[src/rtl/serial_adder.sv]
// serial_adder: bit-serial unsigned adder, one bit per clock, LSB first.
// A full-adder slice built from two half-adder stages plus a carry OR
// consumes one bit of each operand per cycle, with a registered carry.
//
// Ports:
//   CLK    rising-edge clock
//   RST_N  asynchronous active-low reset
//   START  request; operands are captured when it is accepted in IDLE or FIN
//   A, B   WIDTH-bit operands
//   BUSY   high while an addition is in progress (state ADD)
//   DONE   one-cycle pulse marking S/COUT valid (state FIN)
//   S      registered WIDTH-bit sum, held until the next completion
//   COUT   registered carry-out, held until the next completion
module serial_adder #(
  parameter int unsigned WIDTH = 8
) (
  input  logic             CLK,
  input  logic             RST_N,
  input  logic             START,
  input  logic [WIDTH-1:0] A,
  input  logic [WIDTH-1:0] B,
  output logic             BUSY,
  output logic             DONE,
  output logic [WIDTH-1:0] S,
  output logic             COUT
);

  localparam int unsigned CNT_W = (WIDTH > 1) ? $clog2(WIDTH) : 1;

  typedef enum logic [1:0] {
    ST_IDLE = 2'b00,
    ST_ADD  = 2'b01,
    ST_FIN  = 2'b10
  } state_e;

  state_e             state_q, state_d;
  logic [WIDTH-1:0]   ra_q, ra_d;
  logic [WIDTH-1:0]   rb_q, rb_d;
  logic [WIDTH-1:0]   rs_q, rs_d;
  logic               c_q, c_d;
  logic [CNT_W-1:0]   cnt_q, cnt_d;
  logic [WIDTH-1:0]   s_q, s_d;
  logic               cout_q, cout_d;
  logic               busy_q, busy_d;
  logic               done_q, done_d;

  // Full-adder slice on the current LSBs: two half-adder stages plus carry OR.
  logic             ha1_s, ha1_c, ha2_c;
  logic             sb_c, carry_nxt_c;
  logic [WIDTH-1:0] rs_nxt_c;

  always_comb begin
    ha1_s       = ra_q[0] ^ rb_q[0];
    ha1_c       = ra_q[0] & rb_q[0];
    sb_c        = ha1_s ^ c_q;
    ha2_c       = ha1_s & c_q;
    carry_nxt_c = ha1_c | ha2_c;
    // Sum bit enters at the MSB; after WIDTH shifts rs holds the sum LSB-aligned.
    rs_nxt_c    = (rs_q >> 1) | (WIDTH'(sb_c) << (WIDTH - 1));
  end

  // Next-state and datapath update.
  always_comb begin
    state_d = state_q;
    ra_d    = ra_q;
    rb_d    = rb_q;
    rs_d    = rs_q;
    c_d     = c_q;
    cnt_d   = cnt_q;
    s_d     = s_q;
    cout_d  = cout_q;

    case (state_q)
      ST_IDLE: begin
        if (START) begin
          ra_d    = A;
          rb_d    = B;
          c_d     = 1'b0;
          cnt_d   = '0;
          state_d = ST_ADD;
        end
      end
      ST_ADD: begin
        ra_d  = ra_q >> 1;
        rb_d  = rb_q >> 1;
        rs_d  = rs_nxt_c;
        c_d   = carry_nxt_c;
        cnt_d = cnt_q + CNT_W'(1);
        if (cnt_q == CNT_W'(WIDTH - 1)) begin
          s_d     = rs_nxt_c;
          cout_d  = carry_nxt_c;
          state_d = ST_FIN;
        end
      end
      ST_FIN: begin
        // Back-to-back: a new request is loaded exactly as from IDLE.
        if (START) begin
          ra_d    = A;
          rb_d    = B;
          c_d     = 1'b0;
          cnt_d   = '0;
          state_d = ST_ADD;
        end else begin
          state_d = ST_IDLE;
        end
      end
      default: state_d = ST_IDLE;
    endcase

    busy_d = (state_d == ST_ADD);
    done_d = (state_d == ST_FIN);
  end

  always_ff @(posedge CLK or negedge RST_N) begin
    if (!RST_N) begin
      state_q <= ST_IDLE;
      ra_q    <= '0;
      rb_q    <= '0;
      rs_q    <= '0;
      c_q     <= 1'b0;
      cnt_q   <= '0;
      s_q     <= '0;
      cout_q  <= 1'b0;
      busy_q  <= 1'b0;
      done_q  <= 1'b0;
    end else begin
      state_q <= state_d;
      ra_q    <= ra_d;
      rb_q    <= rb_d;
      rs_q    <= rs_d;
      c_q     <= c_d;
      cnt_q   <= cnt_d;
      s_q     <= s_d;
      cout_q  <= cout_d;
      busy_q  <= busy_d;
      done_q  <= done_d;
    end
  end

  assign BUSY = busy_q;
  assign DONE = done_q;
  assign S    = s_q;
  assign COUT = cout_q;

endmodule
[config.mk]
export PLATFORM = sky130hd
export DESIGN_NAME = serial_adder
export DESIGN_NICKNAME = d
export VERILOG_FILES = /design/src/rtl/serial_adder.sv
export SDC_FILE = /design/constraint.sdc
export NUM_CORES = 1
export LEC_CHECK = 0
export CORE_MARGIN = 1
export CORE_UTILIZATION = 53
export DETAILED_ROUTE_END_ITERATION = 8
export PLACE_DENSITY = 0.79
export SLEW_MARGIN = 40
export SYNTH_ARGS = -nofsm -noshare
export SYNTH_HDL_FRONTEND = slang
export SYNTH_SLANG_ARGS = --single-unit
[constraint.sdc]
create_clock -name CLK -period 3.86 [get_ports CLK]
set_input_delay 0.772 -clock CLK [delete_from_list [all_inputs] [get_ports CLK]]
set_output_delay 0.772 -clock CLK [all_outputs]
set_load 0.05 [all_outputs]
==> results of run 1 <==
-- registers in the layout (all words and copies together) (netlist names) --
name	cells
BUSY	1
COUT	1
DONE	1
S	8
c_q	1
cnt_q	3
ra_q	8
rb_q	8
rs_q	7
state_q	2
-- where the power goes --
group          total [W]  internal (W)  switching (W)
combinational   0.000864      0.000404       0.000460
sequential      0.000747      0.000617       0.000129
clock           0.000275      0.000135       0.000140
total            0.00189       0.00116       0.000729
-- final timing paths --
| path | from | endpoint | slack [ns] | cells after the start |
|---|---|---|---|---|
| hold reg to reg | S[7] | S[7] | 0.51 | 2 |
| setup reg to reg | state_q[1] | rs_q[1] | 2.23 | 3 |
| max in group asynchronous | RST_N | rb_q[3] | 3.14 | 1 |
| hold / removal | RST_N | rs_q[6] | 0.37 | 1 |
| min in group CLK | S[7] | S[7] | 0.51 | 2 |
| setup / recovery | S[4] | S[4] | 1.54 | 1 |
-- cell families after synthesis --
kind of cell             Yosys count  share of synthesized area [%]
flip-flops                        40                           52.2
AO/OA/AOI/OAI                     39                           12.6
multiplexers                      30                           18.2
AND/OR/NAND/NOR                   26                           8.21
buffers and inverters             18                           6.00
adder cells (fa/ha/maj)            3                           2.35
XOR/XNOR                           1                          0.456
-- Yosys cell counts (all sizes together) --
master | number | share of area, %
o21ai | 9 | 2.3
nor2 | 1 | 0.20
a21oi | 13 | 3.4
dfrtp | 40 | 52
nand3 | 3 | 0.78
mux2 | 15 | 10
xnor2 | 1 | 0.46
fa | 1 | 1.0
nand2 | 5 | 0.98
ha | 2 | 1.3
nor2b | 13 | 4.2
mux2i | 15 | 7.8
nand2b | 3 | 0.98
inv | 7 | 1.4
a22o | 3 | 1.4
buf | 11 | 4.6
nand3b | 1 | 1.0
a211oi | 13 | 5.1
o221ai | 1 | 0.46
-- metrics by stage --
stage / power, W / util, % / hold slack, ns / worst slack, ns / std cells
floorplan: 0.00141 / - / 0.470 / 2.40 / 157
global placement: 0.00158 / 64.1 / 0.470 / 1.36 / 223
detailed placement: 0.00163 / 64.0 / 0.483 / 1.93 / 223
CTS: 0.00190 / 66.3 / 0.385 / 1.53 / 231
global route: 0.00202 / 66.3 / 0.391 / 1.47 / 231
finish: 0.00189 / 66.3 / 0.369 / 1.54 / 231
-- per-layer routing --
| metal | up-vias | share of wire, % |
|---|---|---|
| met5 | - | 0 |
| met4 | 0 | 1.6 |
| met2 | 34 | 48 |
| met3 | 5 | 4.5 |
| met1 | 590 | 46 |
| li1 | 603 | - |
-- layout by cell type (no fill, tap or decap), types with 2 or more instances in the layout --
cell,synthesis,final
nand2b_1,3,3
buf_4,2,3
o21ai_0,9,9
a22o_1,3,3
a21oi_1,13,13
mux2_4,8,8
mux2_2,6,6
clkdlybuf4s50_1,0,27
inv_1,7,7
nand2_1,5,5
dfrtp_1,40,40
a211oi_1,13,13
mux2i_1,15,15
nand3_1,3,3
clkbuf_4,0,5
nor2b_1,13,13
ha_1,2,2
-- cell type report --
class                           count  area [um2]
Tap cell                           46        57.6
Inverter                            7        26.3
Timing Repair Buffer               31         298
Sequential cell                    40        1000
Clock inverter                      3        42.5
Fill cell                         278        1150
Multi-Input combinational cell     99         803
Clock buffer                        5        37.5
==> run metrics, run 1 <==
Core Area=3420 um2; Tmin final=2.32 ns; hpwl dp=2160 um; Syn Nets=179; drt first pass iters=4; GR peak layer=met2; syn avg cell area=12.2 um2; Critical Path Source Type=flip-flop; vias per cell=5.33; Initial DRC Count=36; row cnt=21; Layout area overhead=18.1%; placer congestion estimate=0.684; post-CTS setup repair buffer count=0; CP Cell Sequence=clkdlybuf4s50_1; CTS tree=done; final setup fails=0; DR DRC count=0; final hold vios=0; Crit Path Max Fanout=2; Buf+Inv Stages, Crit Path=1; Mapped Area=1920 um2; fmax=430 MHz; Die X=62.2 um; hold buffers post-CTS=0; clock root buffer=clkbuf_4; initial core utilization=56.2%; Yosys warning count=0; initial antenna violation count=0; Synth Instances=157; crit path DAT=1.55 ns; outcome=finished clean; CTS Buf Count=5; first-pass GRT wire length=5820 um; clock latency on the worst-skew pair=0.36 ns; GR Util met2=31.0%; actual slew at the worst max-slew pin=0.540 ns; maximum vdd drop=0.000321 V; Seq/Total Area, Yosys=52.2%; HP Class=in2async; Slowest-stage cell, CP=clkdlybuf4s50_1; grt total ovfl=0; H-tree levels=2; met1 usage=24.6%; Routed WL=3200 um; WP data required=3.09 ns; clock buffer depth=2; Rel. slew slack=64.0%; Clock transition at path regs=0.13 ns; P_leak=0.981 nW; die area=3870 um2; placed standard-cell area=2190 um2; Final ANT Viol Nets=0; # diodes=0; final instance area=2270 um2; number of synthesized register bits=40; Synth cell types=24; RSZ-0062 raised after global routing=false; critical path class=reg2out; fin. max-slew vios=0; pin count of the biggest net entering global routing=41; layout cell share with drive strength beyond 1=14.6%; # nets final=206; MaxCap Viol Count=0; crit-path leading delay family=buffers and inverters; vias in the first global route=1,279; Routed WL per cell=13.9 um; Max stage delay on crit path=0.80 ns; grt met3 use=6.07%; vias=1,232; GRT Util Overall=19.3%; Final TNS setup=0 ns; PostCTS Resize Cnt=0; P per Cell Area=832 nW/um2; Tcrit/Tclk final=60.2%; Setup Skew=0.0138 ns; Die Ht=62.2 um; CTS Sinks=40; port bufs=29; CP Capture Type=output port; IO Pins=30
(Power assumes the default switching activity.)
==> inputs of run 2 (changes only) <==
clock period = 2.4 ns   (was 3.86 ns; I/O delays follow)
==> run metrics, run 2 (same netlist as run 1, synthesis figures left out) <==
outcome=finished clean; Die X=62.2 um; Rel. slew slack=63.3%; DR DRC count=0; crit path DAT=1.50 ns; CP startpoint=S[6]; IO Pins=30; CP endpoint=S[6]; r2r worst-path depth=4; CP Cell Sequence=clkdlybuf4s50_1; CP Capture Type=output port; Critical Path Source Type=flip-flop; maximum vdd drop=0.000543 V; number of cells on the critical path=1; final-layout fill cell count=271; Max stage delay on crit path=0.80 ns; Crit Path Max Fanout=2; Slowest-stage cell, CP=clkdlybuf4s50_1; clock buffer depth=2; WP data required=1.92 ns; Buf+Inv Stages, Crit Path=1; fmax=504 MHz; reg2reg end=S[2]; P_leak=0.973 nW; Die Ht=62.2 um; first-pass GRT wire length=5730 um; initial antenna violation count=0; Initial DRC Count=38; port bufs=29; placer congestion estimate=0.662; initial core utilization=56.2%; Non-Filler Instances=231; crit-path leading delay family=buffers and inverters; area of the multi-input gates=803 um2; fin. max-slew vios=0; MaxCap Viol Count=0; Routed WL=3100 um; commonest non-fill, non-tap cell in the layout=dfrtp_1; Final ANT Viol Nets=0; CTS Sinks=40; pin count of the biggest net entering global routing=41; vias=1,242; most frequent cells in the layout=40 x dfrtp_1, 28 x clkdlybuf4s50_1, 15 x mux2i_1; Setup Skew=0.00689 ns; post-CTS setup repair buffer count=0; Routed WL per cell=13.4 um; vias in the first global route=1,269; Tmin final=1.98 ns; # diodes=0; clock root buffer=clkbuf_4; PostCTS Resize Cnt=0; grt total ovfl=0; hpwl dp=2160 um; CTS tree=done; critical path class=reg2out; FF/Latch Area=1000 um2; vias per cell=5.38; drt first pass iters=4; CTS Buf Count=5; H-tree levels=2; # nets final=207; final setup fails=0; Final TNS setup=0 ns; die area=3870 um2; total placed cells including tap cells=224; Layout area overhead=16.9%; hold buffers post-CTS=0; reg-to-reg critical path startpoint=cnt_q[0]; Clock transition at path regs=0.10 ns; HP Class=in2async; final hold vios=0; clock latency on the worst-skew pair=0.34 ns; P per Cell Area=1290 nW/um2; Core Area=3420 um2; row cnt=21; RSZ-0062 raised after global routing=false; Tot Pwr=0.00290 W; GRT Util Overall=19.1%; layout cell share with drive strength beyond 1=13.5%; register-to-register setup slack=0.86 ns; actual slew at the worst max-slew pin=0.551 ns; Tcrit/Tclk final=82.6%
## run 2: changes by cell type in the layout (fill, tap and decap cells not counted)
cell             before  now
buf_4                 3    4
clkinvlp_4            1    0
clkdlybuf4s50_1      27   28
buf_2                 1    0
clkbuf_1              0    1
bufinv_16             1    0
## run 2: report_power, final
| group | internal, W | switching [W] |
|---|---|---|
| Sequential | 0.000994 | 0.000219 |
| Combinational | 0.000652 | 0.000730 |
| Clock | 0.000108 | 0.000195 |
| Total | 0.00175 | 0.00114 |
## run 2: layout make-up
| type | count | area share [%] |
|---|---|---|
| Timing Repair Buffer | 32 | 13.8 |
| Sequential cell | 40 | 44.6 |
| Inverter | 7 | 1.17 |
| Clock buffer | 6 | 1.84 |
| Multi-Input combinational cell | 99 | 35.8 |
| Clock inverter | 1 | 0.223 |
| Tap cell | 46 | 2.56 |
## run 2: metrics by stage
| step | setup WS (ns) | hold slack (ns) | utilization (%) | cell area, um2 |
|---|---|---|---|---|
| after CTS | 0.390 | 0.253 | 65.6 | 2240 |
| after floorplan | 0.949 | 0.184 | - | 1920 |
| after detailed placement | 0.602 | 0.473 | 64.3 | 2200 |
| final | 0.417 | 0.0974 | 65.7 | 2240 |
| after global placement | 0.686 | 0.468 | 64.3 | 2200 |
| after global routing | 0.351 | 0.114 | 65.7 | 2240 |
## run 2: worst min-delay path by stage
stage,from,endpoint,slack [ns],depth (start not counted)
floorplan,RST_N,BUSY,0.18,0
global placement,S[7],S[7],0.47,2
detailed placement,S[7],S[7],0.47,2
CTS,RST_N,rs_q[7],0.25,1
global route,RST_N,S[5],0.11,1
finish,RST_N,state_q[1],0.1,1
## run 2: routing by layer
layer | vias up | part of all wire (%) | wire length, um | track usage (%)
met5 | - | 0 | 0 | 0
met3 | 5 | 5.2 | 161 | 5.51
met4 | 0 | 1.5 | 48 | 7.85
met1 | 592 | 45 | 1410 | 24.0
li1 | 612 | - | - | -
met2 | 33 | 48 | 1490 | 30.9
==> inputs of run 3 (changes only) <==
clock period = 2.01 ns   (was 2.4 ns; I/O delays follow)
==> run metrics, run 3 (same netlist as run 1, synthesis figures left out) <==
Layout area overhead=20.0%; P per Cell Area=1570 nW/um2; met3 WL post-DR=141 um; Die X=62.2 um; port bufs=29; Tcrit/Tclk final=96.6%; vias=1,278; row cnt=21; H-tree levels=2; initial antenna violation count=0; Max stage delay on crit path=0.80 ns; clock latency on the worst-skew pair=0.35 ns; CP Cell Sequence=clkdlybuf4s50_1; Final TNS setup=0 ns; grt total ovfl=0; Routed WL=3140 um; fin. max-slew vios=0; DR DRC count=0; Final ANT Viol Nets=0; met2 wire len=1520 um; MaxCap Viol Count=0; # diodes=0; Metal-1 WL=1470 um; Rel. slew slack=62.6%; CTS Buf Count=5; Clock transition at path regs=0.13 ns; Setup Skew=0.0127 ns; HP Class=in2async; crit path DAT=1.54 ns; Critical Path Source Type=flip-flop; final-layout fill cell count=264; die area=3870 um2; commonest non-fill, non-tap cell in the layout=dfrtp_1; P_leak=1.00 nW; crit-path leading delay family=buffers and inverters; critical path class=reg2out; Tmin final=1.94 ns; pin count of the biggest net entering global routing=41; CP Capture Type=output port; clock buffer depth=2; actual slew at the worst max-slew pin=0.561 ns; hpwl dp=2150 um; Crit Path Max Fanout=2; Routed WL per cell=13.4 um; total placed cells including tap cells=226; post-CTS setup repair buffer count=0; clock root buffer=clkbuf_4; vias in the first global route=1,213; final hold vios=0; GRT Util Overall=18.4%; Slowest-stage cell, CP=clkdlybuf4s50_1; hold buffers post-CTS=0; # nets final=209; Die Ht=62.2 um; Non-Filler Instances=234; Tot Pwr=0.00362 W; vias per cell=5.46; first-pass GRT wire length=5530 um; register-to-register setup slack=0.48 ns; placer congestion estimate=0.705; layout cell share with drive strength beyond 1=15.4%; Core Area=3420 um2; IO Pins=30; maximum vdd drop=0.000633 V; Buf+Inv Stages, Crit Path=1; drt first pass iters=4; final setup fails=0; PostCTS Resize Cnt=0; CTS tree=done; most frequent cells in the layout=40 x dfrtp_1, 28 x clkdlybuf4s50_1, 15 x mux2i_1; CTS Sinks=40; initial core utilization=56.2%; Initial DRC Count=73; RSZ-0062 raised after global routing=false; WP data required=1.61 ns; fmax=515 MHz; outcome=finished clean; uppermost layer routed=met4
run 3: cell count changes in the layout (fill, tap and decap cells not counted), sizes merged:
cell,before,now
bufinv,0,1
buf,4,6
clkbuf,6,5
clkinvlp,0,1
run 3: cell type report:
type	instances	area (um2)	share of cell area, %
Sequential cell	40	1000	43.5
Multi-Input combinational cell	99	803	34.9
Timing Repair Buffer	34	335	14.6
Tap cell	46	57.6	2.50
Clock inverter	3	42.5	1.85
Clock buffer	5	37.5	1.63
Inverter	7	26.3	1.14
run 3: worst paths after layout:
path,from,end,cells after the start
worst max register to register,cnt_q[0],S[0],4
worst min register to register,S[7],S[7],2
max in group asynchronous,RST_N,rb_q[3],2
worst min-delay path,RST_N,rs_q[3],2
min in group CLK,S[7],S[7],2
worst max-delay path,S[3],S[3],1
run 3: report_power, final:
| group | internal [W] | switching, W |
|---|---|---|
| combinational | 0.000785 | 0.000884 |
| clock | 0.000259 | 0.000262 |
| sequential | 0.00119 | 0.000248 |
| total | 0.00223 | 0.00139 |
run 3: layer usage:
layer / track usage (%) / up-vias
li1: - / 620
met3: 4.96 / 2
met2: 28.6 / 33
met5: 0 / -
met4: 6.98 / 0
met1: 24.8 / 623
run 3: per-stage QoR:
stage	hold WS (ns)	cell area, um2	setup WS, ns	utilization, %
after global routing	0.106	2300	0.0119	67.4
after global placement	0.466	2220	0.447	65.1
after detailed placement	0.475	2220	0.379	65.1
after floorplan	0.106	1920	0.559	-
after CTS	0.0907	2300	0.0613	67.4
final	0.0867	2300	0.0683	67.4
==> variant, RTL diff (config.mk and constraints of run 3) <==
`ra_q`, `rb_q`, `rs_q` and `s_q` no longer have a reset.
--- a/src/rtl/serial_adder.sv
+++ b/src/rtl/serial_adder.sv
@@ -114,27 +114,26 @@
   always_ff @(posedge CLK or negedge RST_N) begin
     if (!RST_N) begin
       state_q <= ST_IDLE;
-      ra_q    <= '0;
-      rb_q    <= '0;
-      rs_q    <= '0;
       c_q     <= 1'b0;
       cnt_q   <= '0;
-      s_q     <= '0;
       cout_q  <= 1'b0;
       busy_q  <= 1'b0;
       done_q  <= 1'b0;
     end else begin
       state_q <= state_d;
-      ra_q    <= ra_d;
-      rb_q    <= rb_d;
-      rs_q    <= rs_d;
       c_q     <= c_d;
       cnt_q   <= cnt_d;
-      s_q     <= s_d;
       cout_q  <= cout_d;
       busy_q  <= busy_d;
       done_q  <= done_d;
     end
+  end
+
+  always_ff @(posedge CLK) begin
+    ra_q <= ra_d;
+    rb_q <= rb_d;
+    rs_q <= rs_d;
+    s_q  <= s_d;
   end
 
   assign BUSY = busy_q;
Check against the original RTL: differs if RST_N is asserted again (counterexample within 10 cycles, from zero or initial values and one cycle with RST_N low); with RST_N held inactive, the same outputs for 10 cycles.
==> variant against run 3 <==
Design area is 12% lower. Count of clock-buffer cells in the layout increased by 1. The flow now finishes with violations (design-rule violations). Clock skew down 6.9 ps. Sequential cell count unchanged. Synthesized area shrank 14%. Critical path type unchanged. Total power is 14% lower. Die area is 14% lower. Register-to-register slack improved by 20 ps. Worst setup slack better by 46 ps. Sequential share of layout area increased by 13 points. Clock power grew 3%. Wire length down 24%.
==> variant: results (changes against run 3) <==
\begin{tabular}{lr}
\hline
Metric & Value \\
\hline
\multicolumn{2}{l}{\textbf{Route}} \\
\quad Wire length on met2 & 1276 um (-16\%) \\
\quad Routed wire length & 2387 um (-24\%) \\
\quad DR pass1 iterations & 6 (+2) \\
\quad Number of design-rule violations left by the first detailed-router iteration & 17 (-77\%) \\
\quad DR vias/cell & 5.231 (-4.2\%) \\
\quad DRC viols & 1 (+1) \\
\quad WL met1 & 951 um (-35\%) \\
\multicolumn{2}{l}{\textbf{Logic synthesis}} \\
\quad Adder and majority cell fraction of the synthesized area & 0.02736 (+0.003888) \\
\quad Leading post-synthesis cells by cell area & edfxtp\_1, dfrtp\_1, mux2\_4 \\
\quad Synthesized-area fraction occupied by ao, oa, aoi and oai cells & 0.02736 (-0.09911) \\
\quad Net count after synthesis & 111 (-38\%) \\
\multicolumn{2}{l}{\textbf{Status}} \\
\quad Violated checks & design-rule violations \\
\quad Outcome & finished, violations left \\
\multicolumn{2}{l}{\textbf{Final layout}} \\
\quad Filler Cell Count & 202 (-23\%) \\
\quad Ratio of cells with drive above 1 in the final layout & 0.2400 (+0.08574) \\
\multicolumn{2}{l}{\textbf{Setup path}} \\
\quad Setup crit start & S[7]\$\_DFFE\_PP\_ \\
\quad Setup slack, reg-to-reg & 500 ps (+20 ps) \\
\quad Startpoint of the lowest-slack register-to-register path & state\_q[0]\$\_DFF\_PN0\_ \\
\quad Worst flop-to-flop path endpoint & rb\_q[1]\$\_DFFE\_PP\_ \\
\multicolumn{2}{l}{\textbf{Timing}} \\
\quad Final hold slack & 335.5 ps (+248.8 ps) \\
\quad Highest Clock Rate & 527.6 MHz (+2.4\%) \\
\multicolumn{2}{l}{\textbf{CTS}} \\
\quad Clock-pin slew of the registers on the worst-case setup and hold paths & 110 ps (-20 ps) \\
\multicolumn{2}{l}{\textbf{Global routing}} \\
\quad Largest net degree at the start of global routing & 17 (-59\%) \\
\quad Met3 track demand over resource in global routing & 0.07143 (+0.02180) \\
\quad Via count of the first global-routing pass & 882 (-27\%) \\
\multicolumn{2}{l}{\textbf{Placed design}} \\
\quad Last weighted congestion value of the routability-driven placer & 0.6733 (-4.6\%) \\
\hline
\end{tabular}
[variant: changes by cell type after synthesis, moves of 5 or more]
| cell | before | now |
|---|---|---|
| mux2_4 | 8 | 13 |
| dfrtp_1 | 40 | 9 |
| nor2b_1 | 13 | 2 |
| a211oi_1 | 13 | 0 |
| mux2i_1 | 15 | 1 |
| a21oi_1 | 13 | 0 |
| o21ai_0 | 9 | 2 |
| buf_2 | 5 | 0 |
| edfxtp_1 | 0 | 31 |
[variant: layout make-up]
type	instances	area [sq um]	share of cell area
Clock buffer	6	51.30	0.02517
Clock inverter	2	33.78	0.01657
Inverter	6	22.52	0.01105
Multi-Input combinational cell	39	422.9	0.2075
Sequential cell	40	1156	0.5672
Tap cell	31	38.79	0.01903
Timing Repair Buffer	32	312.8	0.1535
[variant: power by group]
group,internal (mW),switching (mW)
registers,1.40,0.170
clock network,0.292,0.247
logic,0.541,0.485
